File: src/rtl/bcd_digit_source.sv
// Sequential binary-to-BCD converter (shift-and-add-3, one input bit per clock).
// Produces the four BCD digit nibbles and decimal-point mask for the
// seven-segment display controller and holds them stable between results.
module bcd_digit_source #(
  parameter int IN_WIDTH = 14
) (
  input  logic                clk,
  input  logic                rst_n,
  input  logic                start,
  input  logic [IN_WIDTH-1:0] value,
  input  logic [3:0]          dp_in,
  output logic                busy,
  output logic                done,
  output logic [15:0]         digits,
  output logic [3:0]          decimal_points,
  output logic                overflow
);

  typedef enum logic [0:0] {
    IDLE  = 1'b0,
    SHIFT = 1'b1
  } state_t;

  // Largest value that fits in four decimal digits.
  localparam logic [IN_WIDTH-1:0] MAX_VALUE  = IN_WIDTH'(9999);
  // Counter value on the last shift of a conversion.
  localparam logic [4:0]          LAST_COUNT = 5'(IN_WIDTH - 1);

  state_t              state_r;
  logic [IN_WIDTH-1:0] value_r;
  logic [15:0]         scratch_r;
  logic [3:0]          dp_r;
  logic [4:0]          count_r;
  logic                busy_r;
  logic                done_r;
  logic [15:0]         digits_r;
  logic [3:0]          decimal_points_r;
  logic                overflow_r;

  logic [15:0]         adjusted_s;
  logic [15:0]         shifted_s;

  // Add 3 to every nibble that is 5 or more; nibbles never carry into each other.
  function automatic logic [15:0] add3_nibbles(input logic [15:0] bcd);
    logic [15:0] result;
    result = bcd;
    for (int n = 0; n < 4; n++) begin
      if (bcd[n*4 +: 4] >= 4'd5) begin
        result[n*4 +: 4] = bcd[n*4 +: 4] + 4'd3;
      end else begin
        result[n*4 +: 4] = bcd[n*4 +: 4];
      end
    end
    return result;
  endfunction

  // Next scratch value: adjust nibbles, then shift in the current value MSB.
  always_comb begin
    adjusted_s = add3_nibbles(scratch_r);
    shifted_s  = {adjusted_s[14:0], value_r[IN_WIDTH-1]};
  end

  // Conversion FSM with registered outputs; results update only with a done pulse.
  always_ff @(posedge clk) begin
    if (!rst_n) begin
      state_r          <= IDLE;
      value_r          <= '0;
      scratch_r        <= 16'h0000;
      dp_r             <= 4'b0000;
      count_r          <= 5'd0;
      busy_r           <= 1'b0;
      done_r           <= 1'b0;
      digits_r         <= 16'h0000;
      decimal_points_r <= 4'b0000;
      overflow_r       <= 1'b0;
    end else begin
      done_r <= 1'b0;
      case (state_r)
        IDLE: begin
          if (start) begin
            if (value > MAX_VALUE) begin
              // Out-of-range values complete immediately with an error pattern.
              digits_r         <= 16'hEEEE;
              decimal_points_r <= 4'b1111;
              overflow_r       <= 1'b1;
              done_r           <= 1'b1;
            end else begin
              value_r   <= value;
              dp_r      <= dp_in;
              scratch_r <= 16'h0000;
              count_r   <= 5'd0;
              busy_r    <= 1'b1;
              state_r   <= SHIFT;
            end
          end
        end
        SHIFT: begin
          scratch_r <= shifted_s;
          value_r   <= value_r << 1;
          count_r   <= count_r + 5'd1;
          if (count_r == LAST_COUNT) begin
            digits_r         <= shifted_s;
            decimal_points_r <= dp_r;
            overflow_r       <= 1'b0;
            done_r           <= 1'b1;
            busy_r           <= 1'b0;
            state_r          <= IDLE;
          end
        end
        default: begin
          state_r <= IDLE;
          busy_r  <= 1'b0;
        end
      endcase
    end
  end

  assign busy           = busy_r;
  assign done           = done_r;
  assign digits         = digits_r;
  assign decimal_points = decimal_points_r;
  assign overflow       = overflow_r;

endmodule

File: config.mk
export PLATFORM = sky130hd
export DESIGN_NAME = bcd_digit_source
export DESIGN_NICKNAME = d
export VERILOG_FILES = /design/src/rtl/bcd_digit_source.sv
export SDC_FILE = /design/constraint.sdc
export NUM_CORES = 1
export LEC_CHECK = 0
export ABC_CLOCK_PERIOD_IN_PS = 1900
export CAP_MARGIN = 10
export CORE_MARGIN = 2
export CORE_UTILIZATION = 42
export DETAILED_ROUTE_END_ITERATION = 7
export PLACE_DENSITY_LB_ADDON = 0.3
export SLEW_MARGIN = 20
export SYNTH_ARGS = -nofsm -noshare
export SYNTH_HDL_FRONTEND = slang
export SYNTH_SLANG_ARGS = --single-unit
export TNS_END_PERCENT = 20
File: constraint.sdc
create_clock -name clk -period 1.9 [get_ports clk]
set_clock_uncertainty 0.15 [all_clocks]
set_input_delay 0.19 -clock clk [delete_from_list [all_inputs] [get_ports clk]]
set_output_delay 0.19 -clock clk [all_outputs]
set_load 0.05 [all_outputs]
==> impl_metrics.ini <==
[routing]
drtPass1Iterations = 6
vias = 2490
ant_nets = 0
wl_um = 6270
drc = 1
wl_met2_um = 3150
highest-signal-layer = met4
drtIter0Drc = 124
wl_met1_um = 2730
detail_route.vias_per_cell = 5.42
wl_met3_um = 348
wl_per_cell_um = 13.7

[timing]
maxSlewHeadroom = 0.666
finalWorstSetupSlack_ns = 0.0687
hold_violations = 0
slew_violations = 0
finalCritPeriodShare = 0.964
layout_min_cycle_time_ns = 1.83
rsz0062_at_grt = false
setup_viol = 0
fmax_mhz = 546
worstMarginPinSlew_ns = 0.499

[synthesis]
synth_fp_nets = 346
netlist_instances = 315
ys_seq_area_frac = 0.449
ys_ff_latch = 63
syn-cell-area_mm2 = 0.00281
yosysUniqueCellTypes = 44
yosys_warnings = 0
avgSynthCellArea_um2 = 8.92

[cells_and_area]
final_layout_size_suffix_gt1_frac = 0.157
syn_to_final_growth_pct = 30.2
final_cell_count_no_fill = 459
stdcell_area_mm2 = 0.00366
diodes = 0
multi_input_area_mm2 = 0.00140
final_nets = 408
regArea_mm2 = 0.00126
nFillCells = 579

[hold_path]
hp-class = register to register
hold_path_depth = 2

[worst_setup_path]
r2r_cells = 7
startpoint_type = register
crit_path_max_fanout = 2
path_buf_inv = 1
required_ns = 1.56
crit_chain = clkdlybuf4s50_1
cp.depth = 1
cp_slowest_cell = clkdlybuf4s50_1
path_class = register to primary output
arrival_ns = 1.49
setup.worst_path.end_class = primary output
path_delay_family = buffers and inverters
worst_path_largest_cell_delay_ns = 0.80

[placed_design]
portBuffers = 43
gp_congestion = 0.843
place_hpwl_um = 4490
place_ws_ns = -0.205
dp_cells = 443
dpl_cell_area_mm2 = 0.00346

[floorplanning]
fp.coreArea_mm2 = 0.00642
initial_core_util = 0.438
rows = 29
pin_count = 44
dieArea_mm2 = 0.00736
chipHeight_um = 85.8
die_x_um = 85.8

[grt]
grt_pass1_wl_um = 10500
grt_usage = 0.182
grt_overflow = 0
grt_pass1_vias = 2311
grt_start_max_net_pins = 20
antenna_found_initial = 0

[flow_run]
cap_violations = 0

[clock_network]
clock_latency_ns = 0.34
clk_pin_slew_ns = 0.07
cts_buffer_depth = 2
cts_buffers = 9
cts.sinks = 63
postCtsHoldBufs = 0
cts_tree = built
cts_max_level = 3
cts-root-buf = clkbuf_8
postCtsSetupBuffers = 0

[pwr]
power.density_mw_per_mm2 = 838
p_leak_nw = 1.38
ir_drop_mv = 0.472
totalPowerFinal_mw = 3.07

[run_status]
violations = design-rule violations
outcome = complete, but fails checks
==> power by group <==
group	internal, mW	leakage (nW)	total, mW	switching [mW]
registers	1.39	0.515	1.42	0.0353
clock network	0.636	0.100	1.14	0.506
logic	0.206	0.769	0.501	0.295
==> layout make-up <==
class	instances	share of cell area
well taps	77	0.0263
inverters	11	0.0113
clock buffers	12	0.0397
multi-input cells	219	0.383
flip-flops and latches	63	0.345
repair buffers	73	0.183
clock inverters	4	0.0123
==> logic make-up (layout without fill, tap and decap cells) <==
logic type | Yosys count | after routing | synth area share
AOI/OAI and AO/OA | 107 | 107 | 0.247
xor gates and xnor gates | 7 | 7 | 0.0218
adders and majority gates | 10 | 10 | 0.0445
buffers and inverters | 33 | 100 | 0.0548
DFF | 63 | 63 | 0.449
muxes | 11 | 11 | 0.0410
and+or+nand+nor | 84 | 84 | 0.142
==> state kept, by name, summed over array words and instances, names as in the netlist, 4 cells and up <==
register        flops
value_r            14
decimal_points      4
count_r             5
scratch_r          16
digits             16
dp_r                4
==> synthesized netlist by cell type, drive strengths merged <==
cell type	instances	area, um2
or3	1	6.26
o22a	5	43.8
nand2b	4	25.0
o21a	1	7.51
and2	4	25.0
nor3b	4	30.0
clkbuf	11	41.3
a31oi	8	50.1
nor4	1	12.5
ha	10	125
o221a	4	45.0
a221oi	2	17.5
a311oi	6	58.8
nand4	2	12.5
nand2	21	78.8
o31ai	1	21.3
nand3	7	35.0
o21ai	29	145
nor3	10	50.1
o211ai	1	7.51
a22oi	1	7.51
buf	11	71.3
xnor2	4	35.0
and3	2	12.5
a21oi	36	180
a31o	2	17.5
o211a	1	10.0
inv	11	41.3
o22ai	3	18.8
a41oi	2	17.5
mux2	4	45.0
a2bb2oi	4	35.0
mux2i	7	70.1
a222oi	1	10.0
dfxtp	63	1260
nor2b	1	6.26
xor2	3	26.3
or2	1	6.26
nor2	26	100
==> per-stage QoR <==
step / hold slack, ns / utilization / TNS, ns
2_1_floorplan: 0.184 / - / 0
3_3_place_gp: 0.284 / 0.539 / -5.26
3_5_place_dp: 0.289 / 0.539 / -6.78
4_1_cts: 0.289 / 0.569 / 0
5_1_grt: 0.299 / 0.570 / 0
6_report: 0.295 / 0.570 / 0
==> placed cells by master, fill, tap and decap left out, types with 2 or more instances in the layout <==
master and instances:
clkdlybuf4s50_1 43, a221oi_1 2, nand4_1 2, clkbuf_1 2, clkbuf_8 10, and3_1 2, o221a_2 4, a41oi_1 2
nand3_1 7, ha_1 9, o22a_1 5, nor3b_1 4, nor3_1 10, mux2_2 4, a21oi_1 35, a31o_2 2
a311oi_1 5, o21ai_0 29, and2_1 4, xor2_1 3, dfxtp_1 63, mux2i_1 7, buf_4 29, nand2_1 21
inv_1 11, nor2_1 25, xnor2_1 4, nand2b_1 4, a31oi_1 8, clkinv_2 3, a2bb2oi_1 4, o22ai_1 3
==> worst paths after layout <==
kind,from,to,slack (ns)
max,digits[8]$_SDFFE_PN0P_,digits[8],0.07
min reg2reg,value_r[9]$_SDFFE_PN0P_,value_r[9]$_SDFFE_PN0P_,0.30
min,value_r[9]$_SDFFE_PN0P_,value_r[9]$_SDFFE_PN0P_,0.30
max reg2reg,scratch_r[0]$_SDFFE_PN0P_,scratch_r[2]$_SDFFE_PN0P_,0.10
==> layer usage <==
metal / up-vias / global-route usage
met5: - / 0
met4: 0 / 0.0693
met3: 4 / 0.0558
met2: 69 / 0.321
met1: 1158 / 0.204
li1: 1259 / -
==> timing repair <==
| item | 4_1_cts | 5_1_grt |
|---|---|---|
| endpoints found under the hold margin | 0 | 0 |
| endpoints found under the setup margin | 0 | 2 |
| gates resized for setup | 0 | 2 |
No activity file was read; power rests on OpenSTA's default activity.
